`src/rtl/cook_timer.sv`:
```
// BCD MM:SS countdown timer for the microwave: keypad entry while the magnetron is off, one-second
// countdown while it is on. Optional +30 s button is built when COOK_TIMER_ADD30_EN is defined.
module cook_timer #(
  parameter int unsigned TICK_DIV = 1000,
  parameter int unsigned PRE_W    = 10
) (
  input  logic       i_clk,
  input  logic       i_resetn,
  input  logic       i_mag_on,
  input  logic       i_clearn,
  input  logic       i_key_valid,
  input  logic [3:0] i_key_digit,
`ifdef COOK_TIMER_ADD30_EN
  input  logic       i_add30,
`endif
  output logic [3:0] o_min_tens,
  output logic [3:0] o_min_ones,
  output logic [3:0] o_sec_tens,
  output logic [3:0] o_sec_ones,
  output logic       o_timer_done,
  output logic       o_done_pulse,
  output logic       o_running
);

  localparam logic [PRE_W-1:0] PreLast = PRE_W'(TICK_DIV - 1);

  logic [3:0]       r_min_tens, r_min_ones, r_sec_tens, r_sec_ones;
  logic [PRE_W-1:0] r_pre;
  logic             r_done_pulse;

  logic             w_zero, w_count, w_tick, w_key;
  logic [15:0]      w_cur, w_dec, w_base, w_nxt;

  assign w_cur   = {r_min_tens, r_min_ones, r_sec_tens, r_sec_ones};
  assign w_zero  = (w_cur == 16'h0000);
  assign w_count = i_mag_on & ~w_zero;
  assign w_tick  = w_count & (r_pre == PreLast);
  assign w_key   = ~i_mag_on & i_key_valid & (i_key_digit <= 4'd9);

  // Borrow chain; seconds tens borrows from 0 to 5, entered tens above 5 just count down.
  always_comb begin
    w_dec = w_cur;
    if (r_sec_ones != 4'd0) begin
      w_dec[3:0] = r_sec_ones - 4'd1;
    end else begin
      w_dec[3:0] = 4'd9;
      if (r_sec_tens != 4'd0) begin
        w_dec[7:4] = r_sec_tens - 4'd1;
      end else begin
        w_dec[7:4] = 4'd5;
        if (r_min_ones != 4'd0) begin
          w_dec[11:8] = r_min_ones - 4'd1;
        end else begin
          w_dec[11:8]  = 4'd9;
          w_dec[15:12] = r_min_tens - 4'd1;
        end
      end
    end
  end

  always_comb begin
    w_base = w_cur;
    if (w_tick) begin
      w_base = w_dec;
    end else if (w_key) begin
      w_base = {r_min_ones, r_sec_tens, r_sec_ones, i_key_digit};
    end
  end

`ifdef COOK_TIMER_ADD30_EN
  logic [3:0] w_sum_tens;
  logic [3:0] w_tens_lim;

  assign w_sum_tens = w_base[7:4] + 4'd3;
  assign w_tens_lim = (w_base[7:4] > 4'd5) ? 4'd9 : 4'd5;

  // +30 s applied on top of the tick/key result; minute overflow saturates at 99:59.
  always_comb begin
    w_nxt = w_base;
    if (i_add30) begin
      if (w_sum_tens > w_tens_lim) begin
        w_nxt[7:4] = w_sum_tens - 4'd6;
        if (w_base[11:8] != 4'd9) begin
          w_nxt[11:8] = w_base[11:8] + 4'd1;
        end else if (w_base[15:12] != 4'd9) begin
          w_nxt[11:8]  = 4'd0;
          w_nxt[15:12] = w_base[15:12] + 4'd1;
        end else begin
          w_nxt = 16'h9959;
        end
      end else begin
        w_nxt[7:4] = w_sum_tens;
      end
    end
  end
`else
  assign w_nxt = w_base;
`endif

  always_ff @(posedge i_clk or negedge i_resetn) begin
    if (!i_resetn) begin
      r_min_tens   <= 4'd0;
      r_min_ones   <= 4'd0;
      r_sec_tens   <= 4'd0;
      r_sec_ones   <= 4'd0;
      r_pre        <= '0;
      r_done_pulse <= 1'b0;
    end else if (!i_clearn) begin
      r_min_tens   <= 4'd0;
      r_min_ones   <= 4'd0;
      r_sec_tens   <= 4'd0;
      r_sec_ones   <= 4'd0;
      r_pre        <= '0;
      r_done_pulse <= 1'b0;
    end else begin
      {r_min_tens, r_min_ones, r_sec_tens, r_sec_ones} <= w_nxt;
      if (w_count) begin
        r_pre <= w_tick ? '0 : r_pre + PRE_W'(1);
      end else if (w_key) begin
        r_pre <= '0;
      end
      r_done_pulse <= w_tick & (w_nxt == 16'h0000);
    end
  end

  assign o_min_tens   = r_min_tens;
  assign o_min_ones   = r_min_ones;
  assign o_sec_tens   = r_sec_tens;
  assign o_sec_ones   = r_sec_ones;
  assign o_timer_done = w_zero;
  assign o_done_pulse = r_done_pulse;
  assign o_running    = w_count;

endmodule

```
`config.mk`:
```
export PLATFORM = sky130hd
export DESIGN_NAME = cook_timer
export DESIGN_NICKNAME = d
export VERILOG_FILES = /design/src/rtl/cook_timer.sv
export SDC_FILE = /design/constraint.sdc
export NUM_CORES = 1
export LEC_CHECK = 0
export CAP_MARGIN = 20
export CELL_PAD_IN_SITES_DETAIL_PLACEMENT = 0
export CELL_PAD_IN_SITES_GLOBAL_PLACEMENT = 1
export CORE_AREA = 5 5 84 86
export CTS_BUF_LIST = sky130_fd_sc_hd__clkbuf_8 sky130_fd_sc_hd__clkbuf_16
export DETAILED_ROUTE_END_ITERATION = 6
export DIE_AREA = 0 0 89 91
export GPL_ROUTABILITY_DRIVEN = 0
export HOLD_SLACK_MARGIN = 0.12
export PLACE_DENSITY_LB_ADDON = 0.25
export RECOVER_POWER = 50
export SYNTH_ARGS = -nofsm -noshare
export SYNTH_HDL_FRONTEND = slang
export SYNTH_SLANG_ARGS = --single-unit
```
`constraint.sdc`:
```
create_clock -name i_clk -period 2.8 [get_ports i_clk]
set_input_delay 0.56 -clock i_clk [delete_from_list [all_inputs] [get_ports i_clk]]
set_output_delay 0.56 -clock i_clk [all_outputs]
set_load 0.1 [all_outputs]
```
# ---- Word-level counts from Yosys, hierarchy flattened
# Index checks and enable logic that the tools add are counted.
dict set report word_totals {
  inputBits 9
  n_memories 0
  mem_bits_rw 0
  latch_bits 0
  register_bits 27
  rom_bits 0
}
dict set report classes {
  bitwise_logic 7
  div_mod_pow 0
  n_lt_le_gt_ge 1
  muxes 17
  shift 0
  add_sub_neg 5
  eq_ne 2
  n_reduce_logical 5
  multipliers 0
}
# operator n
set ops {}
lappend ops {{2-to-1 mux 10 bit} 4}
lappend ops {{zero test 16 bit} 2}
lappend ops {{2-to-1 mux 16 bit} 2}
lappend ops {{2-to-1 mux 4 bit} 8}
lappend ops {{subtractor 4 x 1 -> 4 bit, second input constant} 4}
lappend ops {{2-to-1 mux 12 bit} 1}
lappend ops {{nonzero test 4 bit} 3}
lappend ops {{adder 10 x 1 -> 10 bit, second input constant} 1}
lappend ops {{equality test 10 bit, second input constant} 1}
lappend ops {{2-to-1 mux 8 bit} 1}
lappend ops {{AND 1 bit} 5}
lappend ops {{less-or-equal comparator 4 bit, second input constant} 1}
lappend ops {{!= test 3 x 1 -> 1 bit, second input constant} 1}
lappend ops {{NOT 1 bit} 2}
lappend ops {{2-to-1 mux 1 bit} 1}

# ---- Depth between registers and ports, before layout
dict set report depth {
  ltp_word 8
  depth_mapped 10
  depth_no_buf 9
}

# ---- Worst setup path after synthesis
# Ideal clock, no wire load.
dict set report synth_timing {
  kind {register to output}
  from {register r_sec_ones[1], in the netlist o_sec_ones[1]}
  to {output port o_timer_done}
  stages_incl_launch_ff 7
  n_path_buf 2
  arrival_time_ns 2.474
  path_slack_ns -0.234
  cell_sequence {dfrtp_1 buf_4 nor4_4 and4_1 buf_2 nand2_1 inv_1}
}
dict set report synth_via {
  elab_chain_len 1
}
# element line_no
set synth_lines {}
lappend synth_lines {{start: declaration} 27} ;# logic [3:0] r_min_tens, r_min_ones, r_sec_tens, r_sec_ones;
lappend synth_lines {{start signal: assignment} 116} ;# {r_min_tens, r_min_ones, r_sec_tens, r_sec_ones} <= w_nxt;
lappend synth_lines {{zero test 16 bit} 35} ;# assign w_zero = (w_cur == 16'h0000);
lappend synth_lines {{end: declaration} 20} ;# output logic o_timer_done,
# No other way between the ends.

# ---- Final worst setup path
dict set report layout_timing {
  from {register r_sec_ones[0], in the netlist o_sec_ones[0]}
  to {output port o_running}
}
dict set report layout_via {
  elab_chain_len 3
}
# element line_no
set layout_lines {}
lappend layout_lines {{zero test 16 bit} 35}
lappend layout_lines {{NOT 1 bit} 36} ;# assign w_count = i_mag_on & ~w_zero;
lappend layout_lines {{AND 1 bit} 36}
lappend layout_lines {{end: declaration} 22} ;# output logic o_running
# No other way between the ends.

==> summary.txt <==
Synth
  – Top FF cell, synth: dfrtp_1
  – Syn Nets: 228
  – Post-synth EDFFs: 0
  – Register area share after synthesis: between 30% and 40%
  – Post-synth cell types: between 50 and 60
  – Yosys warnings: 0
  – Synthesized area: approximately 0.0018 mm^2
  – Seq cells post-synth: 27
  – Mapped Avg Cell Area: about 8.3 um^2
  – Async S/R FF share, synth: 100.0%
  – Syn Inst Count: about 220

Cells and area
  – Sequential cell area: 690.7 um^2
  – N_diodes: 0
  – Area taken by multi-input logic gates: 0.001045 mm^2
  – Layout cells sized above 1: 21.34%
  – Fillers: ~640
  – Layout area overhead: 24.56%
  – Final net count: between 200 and 300

Detailed routing
  – DRT iter0 DRCs: 84
  – Post-route DRC: 0
  – Routed Antenna Nets: 0
  – TritonRoute pass-1 iters: 4
  – DR WL/cell: about 17 um
  – Drt via density: ~5.5
  – Vias after detailed routing: around 1800
  – Final WL: approximately 5600 um

Setup path
  – CP Capture Type: output port
  – CP arrival: around 2100 ps
  – Crit start category: register
  – Crit path kind: reg2out
  – CP Data Required Time: between 2000 and 2500 ps
  – Crit Path Max Fanout: 10

Global routing
  – Grt total ovfl: 0
  – Number of global-route vias before repair: between 1500 and 2000
  – Initial antenna violation count: 0
  – First-pass GRT wire length: between 9000 and 10000 um
  – Largest net degree at the start of global routing: 28
  – Total track usage: between 10% and 20%

Pwr
  – Peak supply drop: 0.3317 mV
  – PwrDens: ~450 mW/mm^2
  – Static Leak: between 0.9 and 1 nW
  – Tot Pwr: just over 1 mW

CTS
  – Post-cts sizing count: 0
  – Post-CTS setup buffer count: 0
  – Hold_buf cts: 0
  – CTS tree: built
  – # clock sinks: 27
  – H-tree levels: 1
  – Clock Latency Late Sink: roughly 280 ps
  – CTS clk-pin slew, worst paths: about 100 ps
  – CTS Buf Count: 3
  – CTS root buf: clkbuf_8
  – Clock buffer depth: 2

STA
  – RSZ-0062 raised after global routing: false
  – Worst slew margin: -6.754%
  – Least-Margin Pin Slew: around 1600 ps
  – Tmin final: between 2000 and 3000 ps
  – Final period util: a little over nine tenths
  – Final Hold Viols: 0
  – Worst Clk Skew: between 3 and 4 ps
  – Fmax: about 380 MHz
  – Setup_tns: 0 ps
  – Fin worst setup slack: 138.1 ps
  – Setup-failing EPs final: 0
  – Max-slew violation count: 28

Floorplan
  – Die area: a little over 0.008 mm^2
  – Rows: 29
  – Overall die width: around 90 um
  – I/O pin count: 28
  – Initial Utilization: 28.90%
  – Overall die height: roughly 91 um
  – Core footprint: 0.006205 mm^2

Status
  – Failing checks: capacitance limit, slew limit
  – Status: complete, but fails checks

Worst hold path
  – Hold Path Class: reg2reg

Place
  – Pre-CTS WS: about 96 ps
  – Port bufs: 27
  – Detailed placer's ending HPWL: 4233 um

Run
  – Number of max-cap violations: 1
==> registers in the layout, summed over array words and instances, names as in the netlist <==
register	flops
o_sec_ones	4
o_min_tens	4
o_sec_tens	4
r_pre	10
o_min_ones	4
o_done_pulse	1
==> worst paths after layout <==
check	from	endpoint	slack, ps	cells past startpoint
worst max-delay path	o_sec_ones[0]$_DFF_PN0_	o_running	140	5
worst min-delay path	r_pre[9]$_DFFE_PN0P_	r_pre[9]$_DFFE_PN0P_	480	1
worst max register to register	r_pre[0]$_DFFE_PN0P_	o_done_pulse$_DFF_PN0_	330	8
worst min register to register	r_pre[9]$_DFFE_PN0P_	r_pre[9]$_DFFE_PN0P_	480	1
max in group asynchronous	i_resetn	o_min_ones[2]$_DFF_PN0_	550	2
min in group asynchronous	i_resetn	o_min_tens[0]$_DFF_PN0_	1200	2
==> power breakdown <==
group          internal (mW)  switching, mW
Clock                  0.101          0.136
Sequential             0.402         0.0178
Combinational          0.113          0.245
Total                  0.616          0.399
==> per-layer routing <==
metal  vias up  GRT usage (%)  routed length (um)  part of all wire (%)
met5         -              0                   0                     0
met4         0          3.970                  39                  0.70
met3         4          2.353                 259                   4.6
met2        46          22.09                2684                    48
met1       879          19.87                2628                    47
li1        877              -                   -                     -
==> critical path: stages, from the launching register on <==
cell	delay, ps
dfrtp_2	510
nor4_4	390
and4_1	300
nand2_1	100
and2_1	300
buf_12	210
==> metrics by stage <==
stage	cells	area (um^2)	hold slack, ps	util, %
final	330	2233	478.0	36.00
after global routing	330	2233	504.7	36.00
after CTS	329	2263	484.7	36.48
after detailed placement	325	2215	469.3	35.69
after global placement	325	2215	465.6	35.69
after floorplan	216	1812	264.4	-
==> cell usage after synthesis (2+ instances only) <==
cell type	instances	area, um^2
nor2_1	28	105.1
dfrtp_1	27	675.7
nand2_1	24	90.09
o21ai_0	20	100.1
nand3_1	13	65.06
a21oi_1	7	35.03
nor3_1	7	35.03
and2_1	5	31.28
inv_1	5	18.77
and3_1	4	25.02
clkbuf_1	4	15.01
o22ai_1	4	25.02
o41ai_1	4	35.03
a211oi_1	3	22.52
a31oi_1	3	18.77
and4_1	3	26.28
buf_2	3	15.01
ha_1	3	37.54
nand4_1	3	18.77
o211ai_1	3	22.52
xor2_1	3	26.28
nand2b_1	2	12.51
nand4b_1	2	17.52
nor4_1	2	12.51
o21a_1	2	15.01
o21ai_1	2	10.01
==> final cells by class <==
class | count | area share, %
flip-flops and latches | 27 | 30.92
multi-input cells | 174 | 46.78
clock buffers | 3 | 1.849
well taps | 77 | 4.314
clock inverters | 1 | 0.3361
inverters | 5 | 1.008
repair buffers | 43 | 14.79
==> logic make-up (layout without fill, tap and decap cells) <==
| group | after synthesis | count (layout) | synth area share [%] |
|---|---|---|---|
| and+or+nand+nor | 104 | 104 | 30.64 |
| xor gates and xnor gates | 4 | 4 | 1.954 |
| AOI/OAI and AO/OA | 63 | 63 | 23.59 |
| adders and majority gates | 3 | 3 | 2.094 |
| buffers and inverters | 15 | 52 | 4.047 |
| DFF | 27 | 27 | 37.68 |
==> layout by cell type, fill, tap and decap left out, types with 4 or more instances in the layout <==
cell type        instances
nor2_1                  28
nand2_1                 24
buf_4                   23
o21ai_0                 20
dfrtp_1                 15
nand3_1                 13
dfrtp_2                 12
clkbuf_1                10
nor3_1                   7
a21oi_1                  7
clkdlybuf4s50_1          7
and2_1                   5
inv_1                    4
o22ai_1                  4
o41ai_1                  4
and3_1                   4
Note: power is estimated with default switching activity, not from simulation.
